--- src/rtl/pie_pkg.sv ---
// Shared definitions for the PIE (reader-to-tag) symbol decoder.
package pie_pkg;

    // Decoder FSM states
    typedef enum logic [2:0] {
        StIdle,
        StTari,
        StRtcal,
        StSync,
        StData
    } pie_state_e;

    // Default timing windows, in 1.92 MHz cycles
    localparam int unsigned PIE_DELIM_MIN = 21;
    localparam int unsigned PIE_DELIM_MAX = 27;
    localparam int unsigned PIE_TARI_MIN  = 10;
    localparam int unsigned PIE_TARI_MAX  = 50;

    // End-of-frame timeout is this many RTcal of CW
    localparam int unsigned PIE_TMO_MUL   = 4;
    // Longest accepted TRcal, in RTcal units
    localparam int unsigned PIE_TRCAL_MUL = 3;

endpackage

--- src/rtl/rd_sync.sv ---
// Envelope input conditioning: 2-flop synchroniser, registered level and
// registered rise/fall strobes. Everything resets high (idle CW).
module rd_sync (
    input  logic i_clk,
    input  logic i_rst_n,
    input  logic i_rd,
    output logic o_lvl,
    output logic o_rise,
    output logic o_fall
);

    logic r_meta;
    logic r_sync;
    logic r_lvl;
    logic r_rise;
    logic r_fall;

    // Synchronise the pin and derive edges from the registered level, so the
    // strobes line up with o_lvl and a rise and fall never share a cycle.
    always_ff @(posedge i_clk or negedge i_rst_n) begin
        if (!i_rst_n) begin
            r_meta <= 1'b1;
            r_sync <= 1'b1;
            r_lvl  <= 1'b1;
            r_rise <= 1'b0;
            r_fall <= 1'b0;
        end else begin
            r_meta <= i_rd;
            r_sync <= r_meta;
            r_lvl  <= r_sync;
            r_rise <= r_sync & ~r_lvl;
            r_fall <= ~r_sync & r_lvl;
        end
    end

    assign o_lvl  = r_lvl;
    assign o_rise = r_rise;
    assign o_fall = r_fall;

endmodule

--- src/rtl/pie_decoder.sv ---
// PIE symbol decoder: delimiter detection, Tari/RTcal/TRcal measurement,
// data slicing and frame start/end/error signalling.
module pie_decoder
    import pie_pkg::*;
#(
    parameter int unsigned CNT_W     = 12,
    parameter int unsigned DELIM_MIN = PIE_DELIM_MIN,
    parameter int unsigned DELIM_MAX = PIE_DELIM_MAX,
    parameter int unsigned TARI_MIN  = PIE_TARI_MIN,
    parameter int unsigned TARI_MAX  = PIE_TARI_MAX
) (
    input  logic             clk_1_92m,
    input  logic             rst_n,
    input  logic             rd_data,
    output logic             bit_data,
    output logic             bit_vld,
    output logic             frame_start,
    output logic             frame_end,
    output logic             frame_err,
    output logic             trcal_vld,
    output logic [CNT_W-1:0] tari,
    output logic [CNT_W-1:0] rtcal,
    output logic [CNT_W-1:0] trcal
);

    // Products are formed two bits wider than the counter so they never wrap
    localparam int unsigned      XW      = CNT_W + 2;
    localparam logic [CNT_W-1:0] CNT_MAX = '1;
    localparam logic [CNT_W-1:0] L_DMIN  = CNT_W'(DELIM_MIN);
    localparam logic [CNT_W-1:0] L_DMAX  = CNT_W'(DELIM_MAX);
    localparam logic [CNT_W-1:0] L_TMIN  = CNT_W'(TARI_MIN);
    localparam logic [CNT_W-1:0] L_TMAX  = CNT_W'(TARI_MAX);
    localparam logic [XW-1:0]    TMO_K   = XW'(PIE_TMO_MUL);
    localparam logic [XW-1:0]    TRC_K   = XW'(PIE_TRCAL_MUL);

    logic w_lvl;
    logic w_rise;
    logic w_fall;

    logic [CNT_W-1:0] r_ivl;
    logic [CNT_W-1:0] r_low;

    pie_state_e       r_state;
    logic             r_bit;
    logic             r_bit_vld;
    logic             r_start;
    logic             r_end;
    logic             r_err;
    logic             r_trcal_vld;
    logic [CNT_W-1:0] r_tari;
    logic [CNT_W-1:0] r_rtcal;
    logic [CNT_W-1:0] r_trcal;

    logic          w_ivl_sat;
    logic [XW-1:0] w_ivl_x;
    logic [XW-1:0] w_tari_x2;
    logic [XW-1:0] w_tari_x4;
    logic [XW-1:0] w_rtcal_x;
    logic [XW-1:0] w_rtcal_x3;
    logic [XW-1:0] w_rtcal_x4;
    logic          w_delim_ok;
    logic          w_tari_ok;
    logic          w_rtcal_ok;
    logic          w_trcal_ok;
    logic          w_sync_bit;
    logic          w_bit;
    logic          w_low_viol;
    logic          w_tmo;
    logic          w_in_frame;

    rd_sync u_rd_sync (
        .i_clk   (clk_1_92m),
        .i_rst_n (rst_n),
        .i_rd    (rd_data),
        .o_lvl   (w_lvl),
        .o_rise  (w_rise),
        .o_fall  (w_fall)
    );

    assign w_ivl_sat  = (r_ivl == CNT_MAX);
    assign w_ivl_x    = XW'(r_ivl);
    assign w_tari_x2  = XW'(r_tari) << 1;
    assign w_tari_x4  = XW'(r_tari) * TMO_K;
    assign w_rtcal_x  = XW'(r_rtcal);
    assign w_rtcal_x3 = XW'(r_rtcal) * TRC_K;
    assign w_rtcal_x4 = XW'(r_rtcal) * TMO_K;

    // A saturated count fails every window, including the delimiter one
    // (r_low saturated is always above DELIM_MAX).
    assign w_delim_ok = (r_low >= L_DMIN) && (r_low <= L_DMAX);
    assign w_tari_ok  = !w_ivl_sat && (r_ivl >= L_TMIN) && (r_ivl <= L_TMAX);
    assign w_rtcal_ok = !w_ivl_sat && (w_ivl_x > w_tari_x2) && (w_ivl_x < w_tari_x4);
    assign w_trcal_ok = !w_ivl_sat && (w_ivl_x > w_rtcal_x) && (w_ivl_x <= w_rtcal_x3);
    assign w_sync_bit = !w_ivl_sat && (w_ivl_x <= w_rtcal_x);
    assign w_bit      = (r_ivl >= (r_rtcal >> 1));

    // r_low still holds the previous pulse on the fall cycle, hence !w_fall.
    // DELIM_MIN <= DELIM_MAX+1, so this also covers the stuck-low case.
    assign w_low_viol = !w_lvl && !w_fall && (r_low >= L_DMIN);

    // Fires one cycle early so frame_end lands as the counter passes 4*RTcal
    assign w_tmo      = w_lvl && !w_rise && (w_ivl_x >= w_rtcal_x4);

    assign w_in_frame = (r_state != StIdle);

    // Interval (rise to rise) and low-time (fall to rise) counters, saturating
    always_ff @(posedge clk_1_92m or negedge rst_n) begin
        if (!rst_n) begin
            r_ivl <= '0;
            r_low <= '0;
        end else begin
            if (w_rise) begin
                r_ivl <= CNT_W'(1);
            end else if (!w_ivl_sat) begin
                r_ivl <= r_ivl + 1'b1;
            end
            if (w_fall) begin
                r_low <= CNT_W'(1);
            end else if (!w_lvl && (r_low != CNT_MAX)) begin
                r_low <= r_low + 1'b1;
            end
        end
    end

    // Frame FSM with registered pulses and calibration registers
    always_ff @(posedge clk_1_92m or negedge rst_n) begin
        if (!rst_n) begin
            r_state     <= StIdle;
            r_bit       <= 1'b0;
            r_bit_vld   <= 1'b0;
            r_start     <= 1'b0;
            r_end       <= 1'b0;
            r_err       <= 1'b0;
            r_trcal_vld <= 1'b0;
            r_tari      <= '0;
            r_rtcal     <= '0;
            r_trcal     <= '0;
        end else begin
            r_bit_vld <= 1'b0;
            r_start   <= 1'b0;
            r_end     <= 1'b0;
            r_err     <= 1'b0;

            if (w_in_frame && w_low_viol) begin
                // Long low inside a frame: flag once, then let IDLE judge the
                // following rise as a possible new delimiter.
                r_err   <= 1'b1;
                r_state <= StIdle;
            end else if (((r_state == StSync) || (r_state == StData)) && w_tmo) begin
                r_end   <= 1'b1;
                r_state <= StIdle;
            end else if (w_rise) begin
                case (r_state)
                    StIdle: begin
                        if (w_delim_ok) begin
                            r_state <= StTari;
                        end
                    end
                    StTari: begin
                        if (w_tari_ok) begin
                            r_tari  <= r_ivl;
                            r_state <= StRtcal;
                        end else begin
                            r_err   <= 1'b1;
                            r_state <= StIdle;
                        end
                    end
                    StRtcal: begin
                        if (w_rtcal_ok) begin
                            r_rtcal     <= r_ivl;
                            r_start     <= 1'b1;
                            r_trcal_vld <= 1'b0;
                            r_state     <= StSync;
                        end else begin
                            r_err   <= 1'b1;
                            r_state <= StIdle;
                        end
                    end
                    StSync: begin
                        if (w_trcal_ok) begin
                            r_trcal     <= r_ivl;
                            r_trcal_vld <= 1'b1;
                            r_state     <= StData;
                        end else if (w_sync_bit) begin
                            // Frame-sync: no TRcal, this symbol is already data
                            r_bit     <= w_bit;
                            r_bit_vld <= 1'b1;
                            r_state   <= StData;
                        end else begin
                            r_err   <= 1'b1;
                            r_state <= StIdle;
                        end
                    end
                    StData: begin
                        if (!w_ivl_sat) begin
                            r_bit     <= w_bit;
                            r_bit_vld <= 1'b1;
                        end else begin
                            r_err   <= 1'b1;
                            r_state <= StIdle;
                        end
                    end
                    default: begin
                        r_state <= StIdle;
                    end
                endcase
            end
        end
    end

    assign bit_data    = r_bit;
    assign bit_vld     = r_bit_vld;
    assign frame_start = r_start;
    assign frame_end   = r_end;
    assign frame_err   = r_err;
    assign trcal_vld   = r_trcal_vld;
    assign tari        = r_tari;
    assign rtcal       = r_rtcal;
    assign trcal       = r_trcal;

endmodule
--- config.mk ---
export PLATFORM = sky130hd
export DESIGN_NAME = pie_decoder
export DESIGN_NICKNAME = d
export VERILOG_FILES = /design/src/rtl/pie_pkg.sv /design/src/rtl/rd_sync.sv /design/src/rtl/pie_decoder.sv
export SDC_FILE = /design/constraint.sdc
export NUM_CORES = 1
export LEC_CHECK = 0
export BUFFER_PORTS_ARGS = -buffer_cell sky130_fd_sc_hd__buf_2
export CAP_MARGIN = 0
export CORE_MARGIN = 2
export CORE_UTILIZATION = 25
export CTS_BUF_LIST = sky130_fd_sc_hd__clkbuf_4 sky130_fd_sc_hd__clkbuf_8 sky130_fd_sc_hd__clkbuf_16
export CTS_CLUSTER_SIZE = 8
export DETAILED_ROUTE_END_ITERATION = 16
export GPL_ROUTABILITY_DRIVEN = 0
export SLEW_MARGIN = 10
export SYNTH_ARGS = -nofsm -noshare
export SYNTH_HDL_FRONTEND = slang
export SYNTH_SLANG_ARGS = --single-unit
--- constraint.sdc ---
create_clock -name clk_1_92m -period 4.7 [get_ports clk_1_92m]
set_input_delay 0.47 -clock clk_1_92m [delete_from_list [all_inputs] [get_ports clk_1_92m]]
set_output_delay 0.47 -clock clk_1_92m [all_outputs]
set_load 0.005 [all_outputs]
# Word-level counts from Yosys, hierarchy flattened

Index checks and enable logic that the tools add are counted.

Flip-flop bits (word level): 74
Bits in latches: 0
Bits in writable memories: 0
Bits in read-only memories: 0
Input bits: 3
Output and inout port bits: 42
Word-level logic and storage cells: 127
Memories: 0

$add $sub $neg: 2
Multiply operators: 1
Div/mod/pow operators: 0
Order comparisons: 11
Equality and inequality tests: 14
Shift operators: 0
Multiplexer cells: 44
Bitwise operators: 6
Reductions and logical operators: 32

Operators with widths:

| kind                                                                                  | number |
|---|---|
| 12-bit two-way mux                                                                    | 4 |
| 1-bit two-way mux                                                                     | 26 |
| 12-bit by 1-bit adder with 12-bit output (second input constant)                      | 2 |
| 3-bit two-way mux                                                                     | 7 |
| 1-bit logical AND                                                                     | 15 |
| 3-bit one-hot mux with 5 select lines                                                 | 1 |
| 5-bit AND reduction                                                                   | 3 |
| 12-bit by 14-bit greater-or-equal comparator with 1-bit output                        | 1 |
| 12-bit by 14-bit <= comparator with 1-bit output                                      | 1 |
| 12-bit by 14-bit less-than comparator with 1-bit output                               | 1 |
| 12-bit by 2-bit multiplier with 14-bit output (second input constant)                 | 1 |
| 12-bit by 13-bit > comparator with 1-bit output                                       | 1 |
| 12-bit equality test (second input constant)                                          | 1 |
| 12-bit by 11-bit greater-or-equal comparator with 1-bit output                        | 1 |
| 12-bit by 4-bit greater-or-equal comparator with 1-bit output (second input constant) | 1 |
| 12-bit by 5-bit greater-or-equal comparator with 1-bit output (second input constant) | 1 |
| 12-bit > comparator                                                                   | 1 |
| 12-bit <= comparator                                                                  | 1 |
| 12-bit by 5-bit <= comparator with 1-bit output (second input constant)               | 1 |
| 12-bit by 6-bit <= comparator with 1-bit output (second input constant)               | 1 |
| 12-bit inequality test (second input constant)                                        | 1 |
| 2-bit inequality test (second input constant)                                         | 5 |
| 7-bit AND reduction                                                                   | 1 |
| 3-bit by 2-bit equality test with 1-bit output (second input constant)                | 2 |
| 17 further kinds                                                                      | 30 |

# Longest topological paths before layout

Depth in word-level cells: 9
Mapped depth: 18

# Cells and area by module

Synthesis repeated with hierarchy kept, for this count alone.

Cell total of the unflattened synthesis: 526
Area total of the unflattened synthesis: 5348.9 um2

By module, submodules not included:

| module      | instances | cells an instance | area each (um2) |
|---|---|---|---|
| pie_decoder | 1         | 519               | 5205.0 |
| rd_sync     | 1         | 7                 | 143.9 |

# Worst setup path after synthesis

Ideal clock, no wire load.

Kind: reg-to-reg
From: register r_rtcal[1] (netlist: rtcal[1])
To: register r_trcal[10] (netlist: trcal[10])
Arrival time: 3731 ps
Slack: 844 ps
Stages on the path, launching flop included: 17
Path through: dfrtp_1 > ha_1 > fa_1 > a21oi_1 > o21ai_0 > a21oi_1 > xor2_1 > ha_1 > a211o_1 > o211ai_1 > a21oi_1 > o311ai_1 > or2_0 > or3b_1 > buf_2 > buf_6 > mux2_4

Longest elaborated chain between the ends: 5
Elaborated cells between the ends (all ways): 10
Classes of those cells: 1 x mul; 3 x order compare; 1 x bitwise; 5 x reduce/logical

RTL lines:

| item                                                                                  | line               | text |
|---|---|---|
| start: declaration                                                                    | pie_decoder.sv:51  | `logic [CNT_W-1:0] r_rtcal;` |
| start signal: assignment                                                              | pie_decoder.sv:170 | `r_rtcal <= r_ivl;` |
| branches (longest 4 deep; another with 12-bit by 2-bit multiplier with 14-bit output) | n/a                |  |
| 5-bit AND reduction (no line) *                                                       | n/a                |  |
| end signal: assignment                                                                | pie_decoder.sv:181 | `r_trcal <= r_ivl;` |
| end: declaration                                                                      | pie_decoder.sv:52  | `logic [CNT_W-1:0] r_trcal;` |

Every way passes the cells marked *.
A chain may end at the register's enable or synchronous reset.

# Worst setup path in the final report

From: register r_rtcal[1] (netlist: rtcal[1])
To: register r_trcal[9] (netlist: trcal[9])

Same word-level chain as after synthesis.

==> results.md <==
* Die H at approximately 150 um
* I/O Buffers at between 40 and 50
* Post-place instance area at just under 6000 um2
* Critical Path Start Type: flip-flop
* Worst setup EP type: flip-flop
* Hold_buf cts at 0
* Mapped cell area at 5326 um2
* Max-cap check violation count at 0
* Number of clock sinks at 74
* Most common cell after layout, fill and taps aside: ha_1
* Remaining DRCs at 0
* IO Pins at 45
* Outcome: finished, final reports clean
* CP Class: flip-flop to flip-flop
* Switching Fraction at approximately a third
* Post-synthesis sequential area ratio at between 30% and 40%
* Commonest cells after routing, fill and taps aside: ha_1, dfrtp_1, inv_1, buf_2
* Clk pwr share at between 30% and 40%
* Grt total ovfl at 0
* Worst IR Drop VDD at roughly 0.17 mV
* Die Width at approximately 150 um
* Initial Util at approximately a quarter
* Final min period at around 4.4 ns
* P&R area growth vs syn at 16.56%
* Final Cycle Share at around 94%
* Ant diodes at 0
* Largest net degree at the start of global routing at 75
* TNS Setup at 0 ns
* Sw Pwr at 0.0007210 W
* CTS clk-pin slew, worst paths at roughly 0.060 ns
* CTS max path bufs at 2
* Leakage Power at just over 3 nW
* Synth Instances at roughly 550
* Power share of the sequential group at between 30% and 40%
* First-pass GRT wire length at ~22000 um
* RSZ-0062 raised after global routing: false
* Placed cells at 860
* Comb power frac at around 28%
* CTS root buf: clkbuf_16
* Post-DRT Antenna Nets at 0
* H-tree depth at 3
* Required time at the worst-slack endpoint at 4.93 ns
* Final wirelength at between 10000 and 15000 um
* Power Internal at 0.001405 W
* Die ar. at about 22000 um2
* Final std cells w/o fill at around 880
* Worst-Margin Slew at 0.9755 ns
* Layout cell share with drive strength beyond 1 at 16.47%
* Vias after detailed routing at around 4300
* Fin. max-slew vios at 0
* Initial antenna violation count at 0
* Max-slew headroom at roughly a third
* TritonCTS clock tree: done
* Count of cell types in the netlist at 58
* FFs w/ async S/R, synth at 100.0%
* Crit-path max FO at 13
* Final hold vios at 0
* Hold Crit Class: input port to flip-flop
* Nets at roughly 680
* Fmax at 226.2 MHz
* Routed length per instance at about 15 um
* Vias in the first global route at 4197
* Main synth FF type: dfrtp_1
* DR vias/cell at 4.873
* Drt pass-1 iters at 4
* Mean Syn Cell Area at about 9.8 um2
* Clock skew at approximately 0.0089 ns
* Core area at around 21000 um2
* DR iter-0 viols at 250
* #FFs+latches synth at 74
* Row count at 53
* Skew-Pair Late Insertion Delay at around 0.35 ns
* CTS buffer count at 9
* Mapped Nets at 634
* DP HPWL at slightly below 10000 um
* EDFF count, synth at 0
* Design Area, Final at roughly 6200 um2
* Gr usage total at between 10 and 15%
* Crit path DAT at 4.65 ns
* Final setup fails at 0
* Fillers at between 2000 and 2500
* P per Cell Area at between 300 and 400 nW/um2
* Synth warn at 0
-- synthesized netlist by cell type, types with 8 or more instances --
cell	count	area, um2
nand2_1	27	101.4
o21ai_0	25	125.1
mux2_2	13	146.4
nand4_1	13	81.33
nor4_1	8	50.05
a21oi_1	35	175.2
xnor2_1	11	96.34
nand2b_1	10	62.56
nor3_1	11	55.05
nand3_1	17	85.08
nor2_1	35	131.4
o211ai_1	10	75.07
xor2_1	11	96.34
ha_1	84	1051
mux2_4	9	135.1
inv_1	43	161.4
dfrtp_1	71	1777
-- per-layer routing --
layer / wire length, um / global-route usage [%]
met1: 6530 / 17.84
met2: 5980 / 19.77
met3: 758 / 2.927
met4: 167 / 3.774
met5: 0 / 0
-- layout make-up --
type                            instances  area [um2]  share of cell area [%]
Inverter                               43       161.4                   2.600
Timing Repair Buffer                   53       290.3                   4.676
Clock inverter                          3       46.29                  0.7457
Sequential cell                        74        1856                   29.89
Clock buffer                           13       274.0                   4.414
Multi-Input combinational cell        415        3237                   52.14
Tap cell                              275       344.1                   5.542
-- through the flow --
stage	worst slack (ns)	hold slack (ns)	total power, W	util (%)
3_5_place_dp	0.3223	0.3472	0.001395	28.10
6_report	0.2782	0.2225	0.002126	29.63
2_1_floorplan	0.8442	0.1744	0.001197	-
4_1_cts	0.3008	0.2113	0.002149	29.63
5_1_grt	0.005388	0.2101	0.002277	29.63
3_3_place_gp	0.4196	0.3465	0.001391	28.10
-- path summary, 6_finish.rpt --
kind / endpoint / slack (ns) / cells past startpoint / start
max in group asynchronous: r_ivl[8] / 3.79 / 1 / rst_n
worst min register to register: u_rd_sync.r_sync / 0.35 / 0 / u_rd_sync.r_meta
min in group asynchronous: bit_vld / 0.27 / 1 / rst_n
worst min-delay path: u_rd_sync.r_meta / 0.22 / 1 / rd_data
worst max register to register: trcal[9] / 0.28 / 16 / rtcal[1]
worst max-delay path: trcal[9] / 0.28 / 16 / rtcal[1]
-- flip-flops by register name, indices dropped and copies added (netlist names) --
name and cells:
bit_data 1, bit_vld 1, frame_end 1, frame_err 1, frame_start 1, r_ivl 12, r_low 12, r_state 3
rtcal 12, tari 12, trcal 12, trcal_vld 1, u_rd_sync.o_fall 1, u_rd_sync.o_lvl 1, u_rd_sync.o_rise 1, u_rd_sync.r_meta 1
u_rd_sync.r_sync 1
-- worst max-delay path, cell delays in order, from the launching register on --
cell	delay, ns
dfrtp_1	0.45
ha_1	0.25
fa_1	0.41
a21oi_1	0.25
o211ai_1	0.16
o21ai_0	0.16
o21bai_1	0.09
a21oi_1	0.18
xor2_1	0.09
ha_1	0.29
nand2_1	0.07
nor4_1	0.37
nor4_1	0.11
o311ai_1	0.13
or2_0	0.21
or3b_2	0.69
mux2_4	0.37
-- power groups by stage --
stage | logic, W | registers [W] | clock network (W)
2_1_floorplan | 0.000448 | 0.000748 | 0
3_3_place_gp | 0.000604 | 0.000787 | 0
3_5_place_dp | 0.000606 | 0.000789 | 0
4_1_cts | 0.000611 | 0.000776 | 0.000762
5_1_grt | 0.000703 | 0.000787 | 0.000788
6_report | 0.000606 | 0.000779 | 0.000742
-- cells by family after synthesis --
| group | after synthesis | synth area share, % |
|---|---|---|
| simple gates | 155 | 14.89 |
| compound gates | 123 | 15.27 |
| fa+ha+maj | 85 | 20.11 |
| flops | 74 | 34.84 |
| buf+inv | 57 | 4.393 |
| mux | 30 | 6.883 |
| xor+xnor | 22 | 3.617 |
-- repair_timing --
item                                    CTS  global route
endpoints found under the setup margin    0            12
buffers inserted                          0             0
resized for setup                         0             1
(Power assumes the default switching activity.)
